File: src/rtl/maj_net_scanner.sv
// Time-shared MAJ3 network scanner: evaluates one gate per cycle over all 128 patterns of x0..x6
// and assembles the output truth table. Define MAJ_INV_EN to add per-operand complement flags.
module maj_net_scanner #(
    parameter int NUM_GATES = 6
) (
    input  logic         clk,
    input  logic         rst_n,
    input  logic         cfg_we,
    input  logic [2:0]   cfg_gate,
    input  logic [3:0]   cfg_sel_a,
    input  logic [3:0]   cfg_sel_b,
    input  logic [3:0]   cfg_sel_c,
`ifdef MAJ_INV_EN
    input  logic [2:0]   cfg_inv,
`endif
    output logic         cfg_err,
    input  logic         start,
    output logic         busy,
    output logic         done,
    output logic         out_valid,
    output logic [6:0]   out_idx,
    output logic         out_bit,
    output logic [127:0] tt
);
    // state | meaning
    // IDLE  | accepting config, waiting for start
    // EVAL  | evaluating gate g of pattern p
    // DONE  | one cycle: pulse done, drop busy
    typedef enum logic [1:0] {S_IDLE, S_EVAL, S_DONE} state_t;

    state_t state, state_d;
    logic [6:0] p;
    logic [2:0] g;
    logic [NUM_GATES-1:0] w;
    logic [3:0] sel_a [NUM_GATES];
    logic [3:0] sel_b [NUM_GATES];
    logic [3:0] sel_c [NUM_GATES];
    logic [2:0] inv [NUM_GATES];
    logic [3:0] cur_a, cur_b, cur_c;
    logic [2:0] cur_inv;
    logic op_a, op_b, op_c, res;
    logic last_gate, bad_gate, busy_d, done_d;

    function automatic logic pick(input logic [3:0] sel, input logic [6:0] pat,
                                  input logic [NUM_GATES-1:0] wv);
        logic r;
        r = 1'b0;
        if (sel >= 4'd1 && sel <= 4'd7)
            r = pat[sel[2:0] - 3'd1];
        for (int j = 0; j < NUM_GATES; j++)
            if (sel == 4'(8 + j))
                r = wv[j];
        return r;
    endfunction

    // Forward references need no special case: w is cleared per pattern and w[j>=g] is unwritten yet.
    always_comb begin
        cur_a = 4'd0;
        cur_b = 4'd0;
        cur_c = 4'd0;
        cur_inv = 3'd0;
        for (int j = 0; j < NUM_GATES; j++) begin
            if (g == 3'(j)) begin
                cur_a = sel_a[j];
                cur_b = sel_b[j];
                cur_c = sel_c[j];
                cur_inv = inv[j];
            end
        end
        op_a = pick(cur_a, p, w) ^ cur_inv[0];
        op_b = pick(cur_b, p, w) ^ cur_inv[1];
        op_c = pick(cur_c, p, w) ^ cur_inv[2];
        res = (op_a & op_b) | (op_a & op_c) | (op_b & op_c);
    end

    assign last_gate = (g == 3'(NUM_GATES - 1));
    assign bad_gate = (int'(cfg_gate) >= NUM_GATES);

    always_ff @(posedge clk) begin
        if (!rst_n) state <= S_IDLE;
        else        state <= state_d;
    end

    always_comb begin
        state_d = state;
        case (state)
            S_IDLE:  if (start) state_d = S_EVAL;
            S_EVAL:  if (last_gate && p == 7'd127) state_d = S_DONE;
            S_DONE:  state_d = S_IDLE;
            default: state_d = S_IDLE;
        endcase
    end

    always_comb begin
        busy_d = (state_d != S_IDLE);
        done_d = (state == S_DONE);
    end

    always_ff @(posedge clk) begin
        if (!rst_n) begin
            busy      <= 1'b0;
            done      <= 1'b0;
            cfg_err   <= 1'b0;
            out_valid <= 1'b0;
            out_idx   <= 7'd0;
            out_bit   <= 1'b0;
            tt        <= '0;
            w         <= '0;
            p         <= 7'd0;
            g         <= 3'd0;
            for (int j = 0; j < NUM_GATES; j++) begin
                sel_a[j] <= 4'd0;
                sel_b[j] <= 4'd0;
                sel_c[j] <= 4'd0;
                inv[j]   <= 3'd0;
            end
        end else begin
            busy      <= busy_d;
            done      <= done_d;
            out_valid <= 1'b0;
            cfg_err   <= cfg_we && (state != S_IDLE || bad_gate);
            if (cfg_we && state == S_IDLE && !bad_gate) begin
                for (int j = 0; j < NUM_GATES; j++) begin
                    if (cfg_gate == 3'(j)) begin
                        sel_a[j] <= cfg_sel_a;
                        sel_b[j] <= cfg_sel_b;
                        sel_c[j] <= cfg_sel_c;
`ifdef MAJ_INV_EN
                        inv[j]   <= cfg_inv;
`else
                        inv[j]   <= 3'd0;
`endif
                    end
                end
            end
            case (state)
                S_IDLE: begin
                    if (start) begin
                        p  <= 7'd0;
                        g  <= 3'd0;
                        w  <= '0;
                        tt <= '0;
                    end
                end
                S_EVAL: begin
                    if (last_gate) begin
                        tt[p]     <= res;
                        out_valid <= 1'b1;
                        out_idx   <= p;
                        out_bit   <= res;
                        w         <= '0;
                        g         <= 3'd0;
                        p         <= p + 7'd1;
                    end else begin
                        for (int j = 0; j < NUM_GATES; j++)
                            if (g == 3'(j)) w[j] <= res;
                        g <= g + 3'd1;
                    end
                end
                default: ;
            endcase
        end
    end
endmodule
File: config.mk
export PLATFORM = sky130hd
export DESIGN_NAME = maj_net_scanner
export DESIGN_NICKNAME = d
export VERILOG_FILES = /design/src/rtl/maj_net_scanner.sv
export SDC_FILE = /design/constraint.sdc
export NUM_CORES = 1
export LEC_CHECK = 0
export ABC_CLOCK_PERIOD_IN_PS = 7900
export CAP_MARGIN = 30
export CORE_UTILIZATION = 42
export CTS_CLUSTER_SIZE = 16
export DETAILED_ROUTE_END_ITERATION = 7
export GPL_ROUTABILITY_DRIVEN = 0
export GPL_TIMING_DRIVEN = 1
export PLACE_DENSITY = 0.64
export SLEW_MARGIN = 20
export SYNTH_ARGS = -nofsm -noshare
export SYNTH_HDL_FRONTEND = slang
export SYNTH_SLANG_ARGS = --single-unit
File: constraint.sdc
create_clock -name clk -period 7.9 [get_ports clk]
set_clock_uncertainty 0.05 [all_clocks]
set_input_delay 0.79 -clock clk [delete_from_list [all_inputs] [get_ports clk]]
set_output_delay 0.79 -clock clk [all_outputs]
set_load 0.01 [all_outputs]
==> run summary <==
outcome = completed
Period minus WS final = 5590 ps
Area Growth Syn to Fin = 25.7%
Worst R2R Path Depth = 13
initial antenna violation count = 0
final wirelength = 32.0 mm
crit-path max cell delay = 830 ps
setup TNS = 0 ps
I/O pin count = 159
Iter 0 DRT Violations = 772
Site Rows = 58
MaxCap Viol Count = 0
Synth area leader = dfxtp_1
XOR/XNOR Fraction of Synth Area = 0.566%
fin crit share = 70.7%
CP arrival = 5920 ps
first-pass GRT wire length = 48.8 mm
fraction of layout cells with a size suffix above 1 = 11.9%
syn nets = 1171
Final Util = 53.9%
Die Area = 26400 µm²
top fanout value on the critical path = 61
final hold violations = 0
# resized after CTS = 0
CP Cell Sequence = buf_4 > and2_1 > ha_1 > nor2_1 > a221oi_1 > ha_1 > mux2i_1 > mux2i_1 > nand4b_1 > o2111a_1 > maj3_4 > buf_4 > o31ai_1
WL per Instance = 19.8 µm
final setup violation count = 0
Post-CTS Setup Repair Bufs = 0
Reg2Reg Setup Slack = 2310 ps
Post-synth ARST share = 0%
First-pass DRT Iterations = 5
Post-DRT Antenna Nets = 0
grt met3 use = 2.93%
min-delay src = out_idx[2]$_SDFFE_PN0P_
CTS tree = built
total core area = 25300 µm²
Clock Path Buffers = 3
slew margin rel. = 31.5%
total grt overflow = 0
Main synth FF type = dfxtp_1
layer with the highest usage = met2
largest net degree at the start of global routing = 71
CP max stage cell = a221oi_1
M2 GR Usage = 39.9%
final net count = 1296
Worst IR Drop VDD = 186 µV
area of the multi-input gates = 5090 µm²
H-tree depth = 1
post-synthesis simple-gate area fraction = 23.8%
Crit Path Class = register to register
vias = 9046
Filler cells = 2306
CP Launch Type = register
Unique masters post-synth = 60
Clk Latency, worst-skew pair = 530 ps
Syn. warnings = 0
Tightest Pin Transition = 1020 ps
number of synthesized flops with an enable pin = 72
Syn Area/Cell = 9.52 µm²
max-slew violations = 0
vias in the first global route = 8324
Worst Path Buf+Inv = 2
hold_buf cts = 0
Initial Util = 42.9%
reg2reg start = g[1]$_SDFFE_PN0P_
grt met1 use = 31.9%
RR Endpoint = tt[76]$_SDFFE_PN0P_
Yosys reg bits = 229
flip-flop and latch area = 5310 µm²
CP Data Required Time = 8230 ps
Crit. End Element = register
clock root buffer = clkbuf_16
clk slew on worst S/H paths = 60 ps
Static Leakage = 4.54 nW
combinational family with the most area after synthesis = simple AND/OR/NAND/NOR gates
Crit path max-delay family = adder cells
DIE WIDTH = 163 µm
RSZ-0062 raised after global routing = no
mux share of post-synthesis cell area = 2.85%
Synth Area in Adders = 1.72%
gr usage total = 23.7%
register area share after synthesis = 49.0%
Achievable Freq = 179 MHz
ranking of synthesized cells by area = dfxtp_1 29%, edfxtp_1 20%, nand3_1 6.6%
netlist area before placement = 10800 µm²
diode count = 0
TritonCTS Buffers = 26
worst min path class = register to register
PD cells = 193 nW/µm²
via/cell ratio = 5.61
Hold EP = out_idx[2]$_SDFFE_PN0P_
Cells after Synth = 1138
post-synth top area share = 29.0%
PortBufs = 158
worst hold path cell count = 2
die height = 163 µm
compound-gate portion of the synthesized area = 17.6%
Sinks on Clock Net = 229
HPWL Detailed = 21.5 mm
DRC errors left = 0
-- worst max-delay path by stage --
stage                            from                  end  slack (ps)  cells after the start
floorplan           g[0]$_SDFFE_PN0P_   tt[0]$_SDFFE_PN0P_        3130                     23
global placement    g[0]$_SDFFE_PN0P_   tt[3]$_SDFFE_PN0P_        2540                     16
detailed placement  g[0]$_SDFFE_PN0P_  tt[76]$_SDFFE_PN0P_        2360                     13
CTS                 g[0]$_SDFFE_PN0P_  tt[76]$_SDFFE_PN0P_        2360                     13
global route        g[0]$_SDFFE_PN0P_  tt[80]$_SDFFE_PN0P_        1820                     16
finish              g[1]$_SDFFE_PN0P_  tt[76]$_SDFFE_PN0P_        2310                     13
-- tightest hold or removal path, stage by stage, from the launching register on --
cell and delay (ps):
dfxtp_1 310, nand2_1 50, a21boi_0 60
-- flip-flops by register name (all words and copies together), names as in the netlist --
signal and cells:
tt 128, sel_a 24, sel_b 24, sel_c 24
out_idx 7, p 7, w 5, g 3
state 2, busy 1, cfg_err 1, done 1
out_bit 1, out_valid 1
-- kinds of logic after synthesis --
kind of cell    Yosys count
simple gates            526
mux                      29
xor+xnor                  7
buf+inv                 107
flops                   229
fa+ha+maj                15
compound gates          225
-- through the flow --
| step | hold slack, ps | cell area, µm² | std cells | power, mW | worst slack, ps |
|---|---|---|---|---|---|
| global placement | 409 | 12600 | 1550 | 1.42 | 2540 |
| CTS | 417 | 13600 | 1608 | 2.64 | 2360 |
| floorplan | 423 | 10800 | 1138 | 1.37 | 3130 |
| global route | 443 | 13600 | 1613 | 2.70 | 1820 |
| detailed placement | 408 | 12700 | 1560 | 1.42 | 2360 |
| finish | 414 | 13600 | 1613 | 2.63 | 2310 |
-- cell usage after synthesis (2+ instances only) --
cell and n:
a211o_1 2, a211oi_1 4, a21boi_0 8, a21oi_1 23, a31o_2 2, a31oi_1 5, and2_1 80, and3_1 9
and3b_1 2, buf_1 7, buf_2 4, buf_4 3, buf_6 9, clkbuf_1 70, dfxtp_1 157, edfxtp_1 72
ha_1 14, inv_1 14, mux2_2 4, mux2i_1 23, nand2_1 189, nand2b_1 13, nand3_1 143, nand3b_1 8
nand4b_1 3, nor2_1 44, nor2b_1 6, nor3_1 11, nor4b_1 2, nor4bb_1 6, o2111a_1 2, o2111ai_1 2
o21ai_0 24, o221ai_1 5, o22ai_1 5, o31ai_1 74, o31ai_2 56, o41ai_2 2, or2_2 3, or3_1 3
xor2_1 6
-- area by class of cell --
| type | count | area share (%) |
|---|---|---|
| Sequential cell | 229 | 38.9 |
| Tap cell | 330 | 3.03 |
| Multi-Input combinational cell | 802 | 37.4 |
| Timing Repair Buffer | 190 | 13.8 |
| Clock buffer | 43 | 6.04 |
| Clock inverter | 5 | 0.423 |
| Inverter | 14 | 0.386 |
-- cells in the final DEF, fill, tap and decap left out, types with 24 or more instances in the layout --
cell	count
and2_1	79
clkbuf_16	28
clkdlybuf4s50_1	158
dfxtp_1	157
edfxtp_1	72
nand2_1	189
nand3_1	143
nor2_1	42
o21ai_0	24
o31ai_1	73
o31ai_2	57
-- power by group --
group	switching, mW	internal [mW]
Sequential	0.00695	1.23
Combinational	0.108	0.0535
Clock	0.485	0.742
-- routing by layer --
layer  share of wire (%)  routed length (µm)
met5                   0                   0
met4                 2.2                 688
met2                  48               15400
met3                 5.6                1790
met1                  44               14100
(Power assumes the default switching activity.)
